<file path="src/rtl/resource_branch_pipe_pkg.sv">
// rtl/resource_branch_pipe_pkg.sv - tag layout shared by the resource branch pipe and its queues
package resource_branch_pipe_pkg;
   localparam int DEST_W     = 4;
   localparam int COMMIT_W   = 9;
   localparam int TAG_COMMIT = 0;
   localparam int TAG_DEST   = TAG_COMMIT + COMMIT_W;
   localparam int TAG_WRITE  = TAG_DEST + DEST_W;
   localparam int TAG_W      = TAG_WRITE + 1;
endpackage

</file>
<file path="src/rtl/resource_branch_pipe_rb_fifo.sv">
// rtl/resource_branch_pipe_rb_fifo.sv - rb_fifo: synchronous FIFO, async active-low reset
// Caller guarantees no push when full and no pop when empty.
module rb_fifo #(
   parameter int W = 8,
   parameter int D = 4
) (
   input  logic         clk,
   input  logic         reset_n,
   input  logic         push,
   input  logic [W-1:0] wdata,
   input  logic         pop,
   output logic [W-1:0] rdata,
   output logic         empty
);
   localparam int AW = $clog2(D);
   localparam int PW = AW + 1;

   logic [W-1:0]  mem_q [D];
   logic [PW-1:0] wptr_q, wptr_d, rptr_q, rptr_d;

   always_comb begin
      wptr_d = wptr_q + PW'(push);
      rptr_d = rptr_q + PW'(pop);
   end

   always_ff @(posedge clk or negedge reset_n) begin
      if (!reset_n) begin
         wptr_q <= '0;
         rptr_q <= '0;
      end else begin
         wptr_q <= wptr_d;
         rptr_q <= rptr_d;
      end
   end

   always_ff @(posedge clk) begin
      if (push) mem_q[wptr_q[AW-1:0]] <= wdata;
   end

   assign rdata = mem_q[rptr_q[AW-1:0]];
   assign empty = (wptr_q == rptr_q);
endmodule

</file>
<file path="src/rtl/resource_branch_pipe.sv">
// rtl/resource_branch_pipe.sv - pipelined resource request issue with in-order tagged returns
// RESOURCE_BRANCH_PIPE_BYPASS_EN: read data reaches out_valid in the same cycle when the result queue is empty.
module resource_branch_pipe
   import resource_branch_pipe_pkg::*;
#(
   parameter int data_width   = 16,
   parameter int handle_width = 8,
   parameter int DEPTH        = 4
) (
   input  logic                           clk,
   input  logic                           reset_n,
   input  logic                           enable,
   input  logic                           in_valid,
   output logic                           in_ready,
   input  logic                           write,
   input  logic [handle_width-1:0]        handle_in,
   input  logic [data_width-1:0]          arg_a_in,
   input  logic [data_width-1:0]          arg_b_in,
   input  logic [DEST_W-1:0]              dest_in,
   input  logic [COMMIT_W-1:0]            commit_id_in,
   output logic                           req_valid,
   input  logic                           req_ready,
   output logic                           req_write,
   output logic [handle_width-1:0]        req_handle,
   output logic signed [data_width-1:0]   req_arg_a,
   output logic signed [data_width-1:0]   req_arg_b,
   input  logic                           rsp_valid,
   input  logic signed [data_width-1:0]   rsp_data,
   input  logic                           write_ack,
   output logic                           out_valid,
   input  logic                           out_ready,
   output logic [2*data_width-1:0]        result_out,
   output logic [DEST_W-1:0]              dest_out,
   output logic [COMMIT_W-1:0]            commit_id_out,
   output logic [$clog2(DEPTH):0]         outstanding,
   output logic                           proto_err
);
   localparam int CW    = $clog2(DEPTH) + 1;
   localparam int RES_W = 2*data_width + TAG_WRITE;
   localparam logic [CW-1:0] DEPTH_C = CW'(DEPTH);

   logic                    iss_valid_q, iss_valid_d, iss_write_q, iss_write_d;
   logic [handle_width-1:0] iss_handle_q, iss_handle_d;
   logic [data_width-1:0]   iss_arg_a_q, iss_arg_a_d, iss_arg_b_q, iss_arg_b_d;
   logic [DEST_W-1:0]       iss_dest_q, iss_dest_d;
   logic [COMMIT_W-1:0]     iss_commit_q, iss_commit_d;
   logic [CW-1:0]           cnt_q, cnt_d;
   logic                    err_q, err_d;

   logic             iss_fire, head_write, rsp_ok, ack_ok, accept, in_rdy;
   logic             res_push, res_pop, out_vld, out_fire, tag_empty, res_empty;
   logic [TAG_W-1:0] tag_wdata, tag_rdata;
   logic [RES_W-1:0] res_wdata, res_rdata, out_head;

   always_comb begin
      iss_fire   = iss_valid_q & req_ready;
      tag_wdata  = {iss_write_q, iss_dest_q, iss_commit_q};
      head_write = tag_rdata[TAG_WRITE];
      rsp_ok     = rsp_valid & ~write_ack & ~tag_empty & ~head_write;
      ack_ok     = write_ack & ~rsp_valid & ~tag_empty & head_write;
      res_wdata  = {{data_width{rsp_data[data_width-1]}}, rsp_data, tag_rdata[TAG_WRITE-1:0]};
`ifdef RESOURCE_BRANCH_PIPE_BYPASS_EN
      out_vld    = ~res_empty | rsp_ok;
      out_head   = res_empty ? res_wdata : res_rdata;
      res_push   = rsp_ok & ~(res_empty & out_ready);
`else
      out_vld    = ~res_empty;
      out_head   = res_rdata;
      res_push   = rsp_ok;
`endif
      out_fire   = out_vld & out_ready;
      res_pop    = ~res_empty & out_ready;
      // Credits released this cycle count toward acceptance so a full pipe keeps 1 req/cycle.
      in_rdy     = enable & (~iss_valid_q | req_ready) & ((cnt_q < DEPTH_C) | ack_ok | out_fire);
      accept     = in_valid & in_rdy;
      cnt_d      = cnt_q + CW'(accept) - CW'(ack_ok) - CW'(out_fire);
      err_d      = err_q | ((rsp_valid | write_ack) & ~(rsp_ok | ack_ok));

      iss_valid_d  = iss_valid_q;
      iss_write_d  = iss_write_q;
      iss_handle_d = iss_handle_q;
      iss_arg_a_d  = iss_arg_a_q;
      iss_arg_b_d  = iss_arg_b_q;
      iss_dest_d   = iss_dest_q;
      iss_commit_d = iss_commit_q;
      if (accept) begin
         iss_valid_d  = 1'b1;
         iss_write_d  = write;
         iss_handle_d = handle_in;
         iss_arg_a_d  = arg_a_in;
         iss_arg_b_d  = arg_b_in;
         iss_dest_d   = dest_in;
         iss_commit_d = commit_id_in;
      end else if (iss_fire) begin
         iss_valid_d  = 1'b0;
      end
   end

   always_ff @(posedge clk or negedge reset_n) begin
      if (!reset_n) begin
         iss_valid_q  <= 1'b0;
         iss_write_q  <= 1'b0;
         iss_handle_q <= '0;
         iss_arg_a_q  <= '0;
         iss_arg_b_q  <= '0;
         iss_dest_q   <= '0;
         iss_commit_q <= '0;
         cnt_q        <= '0;
         err_q        <= 1'b0;
      end else begin
         iss_valid_q  <= iss_valid_d;
         iss_write_q  <= iss_write_d;
         iss_handle_q <= iss_handle_d;
         iss_arg_a_q  <= iss_arg_a_d;
         iss_arg_b_q  <= iss_arg_b_d;
         iss_dest_q   <= iss_dest_d;
         iss_commit_q <= iss_commit_d;
         cnt_q        <= cnt_d;
         err_q        <= err_d;
      end
   end

   rb_fifo #(.W(TAG_W), .D(DEPTH)) u_tag_q (
      .clk(clk), .reset_n(reset_n), .push(iss_fire), .wdata(tag_wdata),
      .pop(rsp_ok | ack_ok), .rdata(tag_rdata), .empty(tag_empty)
   );

   rb_fifo #(.W(RES_W), .D(DEPTH)) u_res_q (
      .clk(clk), .reset_n(reset_n), .push(res_push), .wdata(res_wdata),
      .pop(res_pop), .rdata(res_rdata), .empty(res_empty)
   );

   assign in_ready      = in_rdy;
   assign req_valid     = iss_valid_q;
   assign req_write     = iss_write_q;
   assign req_handle    = iss_handle_q;
   assign req_arg_a     = iss_arg_a_q;
   assign req_arg_b     = iss_arg_b_q;
   assign out_valid     = out_vld;
   assign result_out    = out_vld ? out_head[RES_W-1 -: 2*data_width] : '0;
   assign dest_out      = out_vld ? out_head[TAG_WRITE-1:TAG_DEST] : '0;
   assign commit_id_out = out_vld ? out_head[TAG_DEST-1:TAG_COMMIT] : '0;
   assign outstanding   = cnt_q;
   assign proto_err     = err_q;
endmodule

</file>
<file path="config.mk">
export PLATFORM = sky130hd
export DESIGN_NAME = resource_branch_pipe
export DESIGN_NICKNAME = d
export VERILOG_FILES = /design/src/rtl/resource_branch_pipe_pkg.sv /design/src/rtl/resource_branch_pipe_rb_fifo.sv /design/src/rtl/resource_branch_pipe.sv
export SDC_FILE = /design/constraint.sdc
export NUM_CORES = 1
export LEC_CHECK = 0
export BUFFER_PORTS_ARGS = -buffer_cell sky130_fd_sc_hd__buf_2
export CAP_MARGIN = 20
export CORE_MARGIN = 3
export CORE_UTILIZATION = 51
export CTS_CLUSTER_DIAMETER = 200
export CTS_CLUSTER_SIZE = 8
export DETAILED_ROUTE_END_ITERATION = 8
export PLACE_DENSITY = 0.79
export SYNTH_ARGS = -nofsm -noshare
export SYNTH_HDL_FRONTEND = slang
export SYNTH_HIERARCHICAL = 1
export SYNTH_SLANG_ARGS = --single-unit
</file>
<file path="constraint.sdc">
create_clock -name clk -period 15.4 [get_ports clk]
set_clock_uncertainty 0.15 [all_clocks]
set_input_delay 1.54 -clock clk [delete_from_list [all_inputs] [get_ports clk]]
set_output_delay 1.54 -clock clk [all_outputs]
set_load 0.05 [all_outputs]
</file>
==> results of run 1 <==
==> worst paths after layout <==
| kind | from | to | slack (ns) |
|---|---|---|---|
| max in group asynchronous | reset_n | u_res_q/rptr_q[0]$_DFF_PN0_ | 13.48 |
| hold reg to reg | proto_err$_DFF_PN0_ | proto_err$_DFF_PN0_ | 0.33 |
| setup reg to reg | u_tag_q/rptr_q[0]$_DFF_PN0_ | outstanding[2]$_DFF_PN0_ | 11.91 |
| setup / recovery | u_tag_q/rptr_q[0]$_DFF_PN0_ | in_ready | 10.91 |
| min in group asynchronous | reset_n | req_arg_a[14]$_DFFE_PN0P_ | 0.96 |
| hold / removal | proto_err$_DFF_PN0_ | proto_err$_DFF_PN0_ | 0.33 |
==> through the flow <==
stage | area, um^2 | utilization (%) | cells | worst slack, ns | hold WS [ns]
2_1_floorplan | 11800 | - | 547 | 9.46 | 0.308
3_3_place_gp | 12900 | 56.7 | 983 | 11.19 | 0.309
3_5_place_dp | 12900 | 56.9 | 985 | 11.15 | 0.315
4_1_cts | 14200 | 62.4 | 1053 | 10.61 | 0.336
5_1_grt | 14200 | 62.6 | 1055 | 10.68 | 0.350
6_report | 14200 | 62.6 | 1055 | 10.91 | 0.326
==> cells in the mapped netlist <==
library cell	instances	area [um^2]
a311oi_1	1	8.76
xor2_1	10	87.6
fa_1	1	20.0
buf_4	1	7.51
nand2_1	5	18.8
buf_12	5	100
edfxtp_1	236	7090
nor3_1	3	15.0
buf_2	8	40.0
nor2_1	2	7.51
ha_1	11	138
and3_1	2	12.5
clkbuf_1	5	18.8
a311oi_2	1	15.0
nor2b_1	46	288
mux4_1	11	289
buf_6	6	67.6
and3b_1	2	17.5
nand2b_1	2	12.5
a21oi_1	1	5.00
dfrtp_1	71	1780
o21bai_1	1	7.51
or2_2	1	6.26
nor3b_1	2	15.0
mux4_2	48	1080
mux2_2	16	180
and2_1	1	6.26
mux2_1	38	428
inv_1	7	26.3
xnor2_1	2	17.5
nand4bb_4	1	27.5
==> critical path: stages, from the launching register on <==
cell	delay (ns)
dfrtp_1	0.91
mux4_1	0.52
nand4bb_4	0.18
a311oi_1	0.34
buf_2	0.32
==> per-layer routing <==
| layer | part of all wire (%) | GRT usage, % |
|---|---|---|
| met1 | 41 | 22.3 |
| met2 | 50 | 28.5 |
| met3 | 7.0 | 4.40 |
| met4 | 1.9 | 5.49 |
| met5 | 0 | 0 |
==> cell families (layout without fill, tap and decap cells) <==
family,Yosys count,after routing,share of synthesized area [%]
flip-flops,307,307,74.9
multiplexers,113,113,16.7
AND/OR/NAND/NOR,67,67,3.61
buffers and inverters,32,255,2.20
adder cells (fa/ha/maj),12,12,1.33
XOR/XNOR,12,12,0.889
AO/OA/AOI/OAI,4,4,0.307
==> cell type report <==
type	instances	area, um^2
well taps	285	357
flip-flops and latches	307	8870
clock inverters	4	73.8
clock buffers	64	1180
repair buffers	180	970
multi-input cells	208	2740
inverters	7	26.3
fillers	1576	8500
==> sequential cells by signal, summed over array words and instances, names as in the netlist, 3 cells and up <==
| name | flops |
|---|---|
| u_res_q/wptr_q | 3 |
| u_res_q/mem_q | 180 |
| u_tag_q/rptr_q | 3 |
| u_tag_q/mem_q | 56 |
| req_handle | 8 |
| req_arg_a | 16 |
| iss_dest_q | 4 |
| u_tag_q/wptr_q | 3 |
| iss_commit_q | 9 |
| outstanding | 3 |
| u_res_q/rptr_q | 3 |
| req_arg_b | 16 |
==> impl_metrics.yaml, run 1 <==
status:
  status: "completed"
floorplan:
  fp.dieW_um: 158
  start_util_pct: 52.1
  core.rowCount: 55
  core_area_um2: 22700
  ios: 171
  die_h_um: 158
  die_area_um2: 25100
worst_setup_path:
  rr_worst_depth: 8
  cp.arrival_ns: 2.80
  criticalPathCategory: "reg2out"
  end_kind: "output port"
  start_kind: "register"
  crit_fanout: 16
  cp.required_ns: 13.71
timing:
  rsz0062_at_grt: "false"
  final.min_clock_period_ns: 4.49
  timing.fmax_mhz: 223
  hold_viol: 0
  drv_slew: 0
  setup_tns_ns: 0
  tightest_slew_ns: 0.981
  finalSetupViolCount: 0
  period_share_pct: 29.2
  relSlewSlack_pct: 34.6
grt:
  grt_pass1_wl_mm: 32.9
  grt-ovfl-total: 0
  antenna_found_initial: 0
  grt_max_degree: 72
  grt_pass1_vias: 6235
  grt_usage_pct: 17.1
cts:
  clkLatencyLatePin_ns: 0.53
  clock_sinks: 307
  path_clk_slew_ns: 0.05
  cts-hold-fix-buffers: 0
  ctsResizeCount: 0
  cts_buffer_depth: 3
  htree_num_levels: 2
  post_cts.repair.setup_buffers: 0
  cts-root-buf: "clkbuf_16"
  cts_inserted_buffers: 44
  cts_tree: "done"
cells_and_area:
  mostFrequentLayoutCells: "edfxtp_1 (236), buf_2 (169), dfrtp_1 (69)"
  nets: 838
  final_common_cell: "edfxtp_1"
  drive_gt1_share_pct: 39.4
  n_antenna_cell: 0
  syn_to_final_growth_pct: 20.1
hold_path:
  holdCritPathClass: "reg2reg"
  hold_path_depth: 1
logic_synthesis:
  synth_fp_nets: 637
  synth_seq_cells: 307
  netlist_instances: 547
  synth-warning-count: 6
  seq_area_frac_synth_pct: 74.9
  synth_cell_types: 31
  synth.avg_cell_area_um2: 21.6
  netlist_area_um2: 11800
route:
  wl_per_cell_um: 19.8
  wl_mm: 20.9
  via_count: 5706
  via_per_inst: 5.41
  antenna_left: 0
  drtIter0Drc: 335
  drc_errors: 0
  first_pass_iters: 4
placed_design:
  port_buffers: 170
  gp_congestion: 0.744
  hpwl_mm: 12.4
run:
  drv_cap: 0
Power of run 1 is left out: the tool's default activity adds up to more than one toggle a clock period on the data nets, which glitch-free logic cannot reach.
==> run 2, diff against run 1 <==
PLACE_DENSITY = 0.82   (was 0.79)
clock period = 4 ns   (was 15.4 ns; I/O delays follow)
==> run 2 against run 1 <==
Effect of this change:
- the flow now stops in 5_2_route
- synthesized cell count unchanged
- global-route usage increased by 1.3 points
- area after synthesis unchanged
==> impl_metrics.yaml, run 2 <==
cts:
  cts-root-buf: "clkbuf_16"
  post_cts.repair.setup_buffers: 0
  cts_buffer_depth: 3
  cts_inserted_buffers: 44
  clock_sinks: 307
  htree_num_levels: 2
logic_synthesis:
  synth_area_leader_cell: "edfxtp_1"
  synth_cell_types: 31
  async_reset_ff_share_pct: 23.1
  synthDominantCellAreaShare_pct: 59.9
  synth_seq_cells: 307
  seq_area_frac_synth_pct: 74.9
  synth_edf_count: 236
  synth_fp_nets: 637
  netlist_instances: 547
  synth.top_cells.by_count: "edfxtp_1 (236), dfrtp_1 (71), mux4_2 (48)"
  yosys.cell_count.top_type: "edfxtp_1"
  synth-warning-count: 6
  synth-main-ff-cell: "edfxtp_1"
  netlist_area_um2: 11800
  synth_area_leaders: "edfxtp_1 (60%), dfrtp_1 (15%), mux4_2 (9.1%)"
  synth.avg_cell_area_um2: 21.6
placed_design:
  gp_congestion: 0.746
  port_buffers: 170
  hpwl_mm: 12.7
status:
  failing_step: "5_2_route"
  status: "did not finish"
  error: "Error: u_res_q/net204 47 pin not visited #guides = 184"
floorplan:
  ios: 171
  die_h_um: 158
  fp.dieW_um: 158
  start_util_pct: 52.1
  core.rowCount: 55
grt:
  grt_max_degree: 72
  grt_usage_pct: 18.3
  grt_pass1_vias: 6810
  antenna_found_initial: 0
  grt_pass1_wl_mm: 35.5
  grt-ovfl-total: 0
==> run 2: cell counts after synthesis <==
No cell type changed its count.
==> run 2: kinds of logic after synthesis <==
kind of cell | Yosys count | synth area share, %
flip-flops | 307 | 74.9
multiplexers | 113 | 16.7
AND/OR/NAND/NOR | 67 | 3.61
buffers and inverters | 32 | 2.20
XOR/XNOR | 12 | 0.889
adder cells (fa/ha/maj) | 12 | 1.33
AO/OA/AOI/OAI | 4 | 0.307
==> run 2: per-layer routing <==
metal	track usage (%)
met3	4.13
met1	23.0
met5	0
met4	6.02
met2	32.0
==> run 2: repair_timing <==
action	CTS	global route
hold buffers	70	0
endpoints found under the hold margin	185	0
gates resized for setup	0	0
==> run 2: through the flow <==
step,worst slack [ns],utilization (%),instances,instance area (um^2)
CTS,0.637,65.6,1126,14900
global placement,0.984,57.0,988,12900
floorplan,0.115,-,547,11800
global route,0.527,65.6,1126,14900
detailed placement,0.843,57.0,989,12900
==> run 3, diff against run 2 <==
CORE_UTILIZATION = 36   (was 51)
CTS_CLUSTER_DIAMETER = not set   (was 200)
CTS_CLUSTER_SIZE = not set   (was 8)
PLACE_DENSITY = not set   (was 0.82)
PLACE_DENSITY_LB_ADDON = 0.15   (was not set)
clock period = 5.2 ns   (was 4 ns; I/O delays follow)
==> run 3 against run 2 <==
Effect of this change:
- the run now ends clean
- global-route usage down 6.3 points
==> impl_metrics.yaml, run 3 (synthesized netlist as in run 1, its figures left out) <==
status:
  status: "completed"
cells_and_area:
  nFillCells: 2769
  mostFrequentLayoutCells: "edfxtp_1 (236), buf_2 (169), dfrtp_1 (69)"
  nets: 829
  final_common_cell: "edfxtp_1"
  multiInputGateArea_um2: 2750
  syn_to_final_growth_pct: 20.4
  largest_reg_flops: 180
  drive_gt1_share_pct: 39.9
  ff_latch_area_um2: 8870
floorplan:
  ios: 171
  fp.dieW_um: 187
  start_util_pct: 37.0
  die_area_um2: 35100
  die_h_um: 187
  core.rowCount: 65
  core_area_um2: 32000
timing:
  final.min_clock_period_ns: 3.45
  rsz0062_at_grt: "false"
  finalSetupViolCount: 0
  drv_slew: 0
  tightest_slew_ns: 0.968
  relSlewSlack_pct: 35.5
  setup_tns_ns: 0
  timing.fmax_mhz: 290
  hold_viol: 0
  period_share_pct: 66.4
worst_setup_path:
  worst_path_max_delay_cell: "dfrtp_1"
  cpPeakStageDelay_ns: 0.80
  crit_fanout: 29
  critPathBufInv: 2
  cp.required_ns: 5.27
  critical-path-top-delay-family: "simple AND/OR/NAND/NOR gates"
  criticalPathCategory: "reg2reg"
  cp.arrival_ns: 3.52
  start_kind: "register"
  crit_path_cell_trace: "mux4_1, nor3_1, nand2_1, inv_1, and3b_2, buf_4"
  end_kind: "register"
grt:
  grt_pass1_vias: 6169
  grt_usage_pct: 12.1
  grt_pass1_wl_mm: 33.8
  grt-ovfl-total: 0
  grt_max_degree: 72
  antenna_found_initial: 2
route:
  antenna_left: 0
  wl_mm: 21.3
  wl_per_cell_um: 17.7
  drtIter0Drc: 204
  via_per_inst: 4.69
  via_count: 5626
  drc_errors: 0
  first_pass_iters: 4
placed_design:
  hpwl_mm: 12.7
  gp_congestion: 0.671
  port_buffers: 170
cts:
  path_clk_slew_ns: 0.06
  cts_tree: "done"
  clock_sinks: 307
  cts_buffer_depth: 3
  ctsResizeCount: 0
  cts-root-buf: "clkbuf_16"
  htree_num_levels: 1
  clkLatencyLatePin_ns: 0.55
  post_cts.repair.setup_buffers: 0
  cts-hold-fix-buffers: 3
  cts_inserted_buffers: 31
hold_path:
  holdCritPathClass: "in2reg"
run:
  drv_cap: 0
run 3: final timing paths:
check,start,slack (ns),endpoint,depth (start not counted)
setup reg to reg,u_tag_q/rptr_q[1]$_DFF_PN0_,1.75,u_res_q/mem_q[1][29]$_DFFE_PP_,6
hold reg to reg,req_arg_a[3]$_DFFE_PN0P_,0.33,req_arg_a[3]$_DFFE_PN0P_,1
min in group asynchronous,reset_n,0.52,iss_dest_q[2]$_DFFE_PN0P_,2
hold / removal,commit_id_in[3],0.03,iss_commit_q[3]$_DFFE_PN0P_,2
setup / recovery,u_tag_q/rptr_q[1]$_DFF_PN0_,1.75,u_res_q/mem_q[1][29]$_DFFE_PP_,6
max in group asynchronous,reset_n,3.72,u_res_q/rptr_q[0]$_DFF_PN0_,2
run 3: worst reg2reg max path, stage by stage (launching register included):
cell and delay (ns):
dfrtp_1 0.80, mux4_1 0.48, nor3_1 0.24, nand2_1 0.11, inv_1 0.14, and3b_2 0.79
buf_4 0.40
run 3: routing by layer:
layer / part of all wire [%] / GRT usage (%) / vias up
met4: 1.9 / 2.82 / 2
li1: - / - / 2558
met3: 7.0 / 3.41 / 32
met5: 0.061 / 0 / -
met1: 42 / 15.6 / 2860
met2: 49 / 20.2 / 174
run 3: final cells by class:
class | count | area share (%)
antenna | 1 | 0.0176
clock buffer | 37 | 5.82
clock inverter | 21 | 1.78
inverter | 7 | 0.185
multi-input combinational | 208 | 19.3
sequential | 307 | 62.3
tap | 435 | 3.82
timing repair buffer | 184 | 6.78
run 3: per-stage QoR:
step | setup WS, ns | std cells | instance area, um^2 | utilization (%) | hold WS (ns)
after floorplan | 1.16 | 547 | 11800 | - | 0.0744
after global placement | 1.79 | 1138 | 13100 | 41.1 | 0.316
after detailed placement | 1.68 | 1138 | 13100 | 41.1 | 0.316
after CTS | 1.64 | 1199 | 14200 | 44.5 | 0.000296
after global routing | 1.51 | 1199 | 14200 | 44.5 | 0.0129
final | 1.75 | 1200 | 14200 | 44.5 | 0.0326
Power of run 3 is left out for the same reason.
